**src/rtl/grp_tmo.sv**
```systemverilog
// Loadable down-counter for the memory no-answer timeout; expired_o flags the last allowed cycle.
module grp_tmo #(
    parameter int unsigned Cycles = 16
) (
    input  logic clk_i,
    input  logic rst_ni,
    input  logic load_i,
    input  logic run_i,
    output logic expired_o
);

    localparam int unsigned Width = $clog2(Cycles + 1);

    logic [Width-1:0] cnt_q, cnt_d;

    always_comb begin
        cnt_d = cnt_q;
        if (load_i) begin
            cnt_d = Width'(Cycles);
        end else if (run_i && (cnt_q != '0)) begin
            cnt_d = cnt_q - 1'b1;
        end
    end

    always_ff @(posedge clk_i or negedge rst_ni) begin
        if (!rst_ni) begin
            cnt_q <= '0;
        end else begin
            cnt_q <= cnt_d;
        end
    end

    assign expired_o = run_i && (cnt_q == Width'(1));

endmodule

```
**config.mk**
```make
export PLATFORM = sky130hd
export DESIGN_NAME = grp_tmo
export DESIGN_NICKNAME = d
export VERILOG_FILES = /design/src/rtl/grp_tmo.sv
export SDC_FILE = /design/constraint.sdc
export NUM_CORES = 1
export LEC_CHECK = 0
export ABC_AREA = 1
export ABC_CLOCK_PERIOD_IN_PS = 1200
export CORE_AREA = 3 3 40 42
export DETAILED_ROUTE_END_ITERATION = 10
export DIE_AREA = 0 0 43 45
export GPL_ROUTABILITY_DRIVEN = 0
export PLACE_DENSITY = 0.51
export SETUP_SLACK_MARGIN = 0.02
export SYNTH_ARGS = -nofsm -noshare
export SYNTH_HDL_FRONTEND = slang
export SYNTH_SLANG_ARGS = --single-unit
export TNS_END_PERCENT = 20
```
**constraint.sdc**
```tcl
create_clock -name clk_i -period 1.2 [get_ports clk_i]
set_input_delay 0.12 -clock clk_i [delete_from_list [all_inputs] [get_ports clk_i]]
set_output_delay 0.12 -clock clk_i [all_outputs]
set_load 0.05 [all_outputs]
```
==> run metrics <==
status=finished, violations left; violated checks=setup timing; fillcell total=124; Final Hold Viols=0; Core Box Area=roughly 1300 sq um; CP peak stage delay=0.38 ns; Worst Setup Start Kind=register; routing usage on met2=0.1467; wire per inst=9.338 um; DPL Wire Length=560.3 um; Hold Path Class=in2async; Pre-antenna DRT Iters=2; vias per cell=4.211; first-pass GRT wire length=1.290 mm; largest register by flop count=cnt_q; Post-Syn Instances=39; Lkg Pwr=0.2531 nW; syn_nets=45; achievable frequency=approximately 740 MHz; Worst-Margin Slew=approximately 0.26 ns; DRC errors left=0; IO buf count=4; chip width=around 43 um; relative slew slack=0.8274; CP endpoint kind=primary output; Final Cycle Share=1.121; Starting Density=0.2502; cells along the critical path=inv_2 -> ha_4 -> nand3_4 -> nor3_4 -> buf_12; largest net degree at the start of global routing=7; Slew Viols, Final=0; CP Buf/Inv Count=2; initial drt markers=1; kind of critical path=reg2out; worst hold slack=0.1156 ns; data arrival time of the worst path=1.23 ns; Layout Skew=0.002480 ns; Chip Height=around 45 um; Clock Path Buffers=2; Final Critical Period=1.345 ns; total of max-cap violations=0; # IOs=5; design area=around 530 sq um; H-tree depth=1; most frequent cells in the layout=nand2_1 (9), buf_4 (9), dfrtp_1 (5); Final ANT Viol Nets=0; RSZ-0062 raised after global routing=yes; CTS tree=built; hold_buf cts=0; busiest grt layer=met2; share of layout cells above drive strength 1=0.4286; Tot GR Track Use=0.09807; Clock Sinks=5; overall routed net length=approximately 660 um; Root Buffer=clkbuf_4; max FFs per register=5; antenna cell count=0; Final Worst Setup Slack=-0.1450 ns; CTS Buf Count=3; initial antenna violation count=0; crit-path max FO=2; Netlist Area Pre-Place=321.6 sq um; fin nets=63; Power Density=1384 nW/um^2; total grt overflow=0; die area=1935 sq um; syn avg cell area=about 8 sq um; clock latency on the worst-skew pair=0.24 ns; yosys warns=0; Synth Register Bits=5; register area share after synthesis=0.3891; total number of vias=299; CP required=1.08 ns; FF+latch area=125.1 sq um; multi-input combinational cell area=roughly 230 sq um; synth unique cells=13; Top delay family on crit path=flip-flops; met1 usage=0.1155; GR Util met3=0.02390; # rows=13; VDD IR max=0.5749 mV; CP max-delay cell=dfrtp_1; final number of setup-violating endpoints=1; vias in the first global route=300; synthesis-to-finish area growth=65.76%; Power, Total=0.7378 mW; clk slew on worst S/H paths=0.05 ns; Top Registers=cnt_q: 5 flops; placed cell area=roughly 480 sq um
==> stage by stage <==
stage | util | setup TNS, ns | cells | setup slack [ns]
finish | 0.4148 | -0.1450 | 71 | -0.1450
global route | 0.4148 | -0.5020 | 71 | -0.2262
CTS | 0.4148 | -0.1717 | 71 | -0.1717
detailed placement | 0.3729 | -0.03175 | 66 | -0.03175
global placement | 0.3729 | -0.004397 | 66 | -0.004397
floorplan | - | -0.1042 | 39 | -0.03986
==> path summary, 6_finish.rpt <==
check | to | slack, ns | start | depth (start not counted)
worst max-delay path | expired_o | -0.15 | cnt_q[1] | 5
worst min-delay path | cnt_q[1] | 0.12 | rst_ni | 1
worst max register to register | cnt_q[2] | 0.01 | cnt_q[1] | 7
worst min register to register | cnt_q[4] | 0.47 | cnt_q[4] | 2
max in group asynchronous | cnt_q[0] | 0.88 | rst_ni | 1
min in group clk_i | cnt_q[4] | 0.47 | cnt_q[4] | 2
==> cells by family (layout without fill, tap and decap cells) <==
kind of cell	Yosys count	in the layout	synth area share
AND/OR/NAND/NOR	24	24	0.3930
flip-flops	5	5	0.3891
buffers and inverters	5	22	0.05837
adder cells (fa/ha/maj)	2	2	0.07781
AO/OA/AOI/OAI	2	2	0.05448
XOR/XNOR	1	1	0.02724
==> Yosys cell counts <==
master / count / area (sq um)
nand2_4: 2 / 22.52
nand3_2: 1 / 10.01
nand2_1: 9 / 33.78
dfrtp_1: 5 / 125.1
nand4_1: 2 / 12.51
xor2_1: 1 / 8.760
nor2_1: 3 / 11.26
inv_1: 5 / 18.77
o21ai_2: 2 / 17.52
nor2_2: 1 / 6.260
ha_1: 2 / 25.02
nand3_1: 5 / 25.02
nor3_1: 1 / 5.000
==> where the power goes <==
part / leakage [nW] / internal (mW) / switching [mW] / total, mW
Clock: 0.0150 / 0.126 / 0.0688 / 0.195
Sequential: 0.0615 / 0.202 / 0.0242 / 0.226
Combinational: 0.177 / 0.154 / 0.163 / 0.317
Total: 0.253 / 0.482 / 0.255 / 0.738
==> cell type report <==
type,instances,area share
multi-input combinational,29,0.4249
sequential,5,0.2347
timing repair buffer,13,0.2207
clock buffer,4,0.04930
inverter,5,0.03521
tap,15,0.03521
==> layer usage <==
layer / wire length (um) / up-vias / share of wire
met3: 17 / 2 / 0.026
met4: 8 / 0 / 0.012
met2: 338 / 3 / 0.51
met5: 0 / - / 0
met1: 299 / 132 / 0.45
li1: - / 162 / -
==> timing repair <==
item,CTS,global route
hold endpoints to repair,0,0
setup buffers,1,0
resized for setup,3,0
pin swaps,2,0
endpoints found under the setup margin,2,6
(Power assumes the default switching activity.)
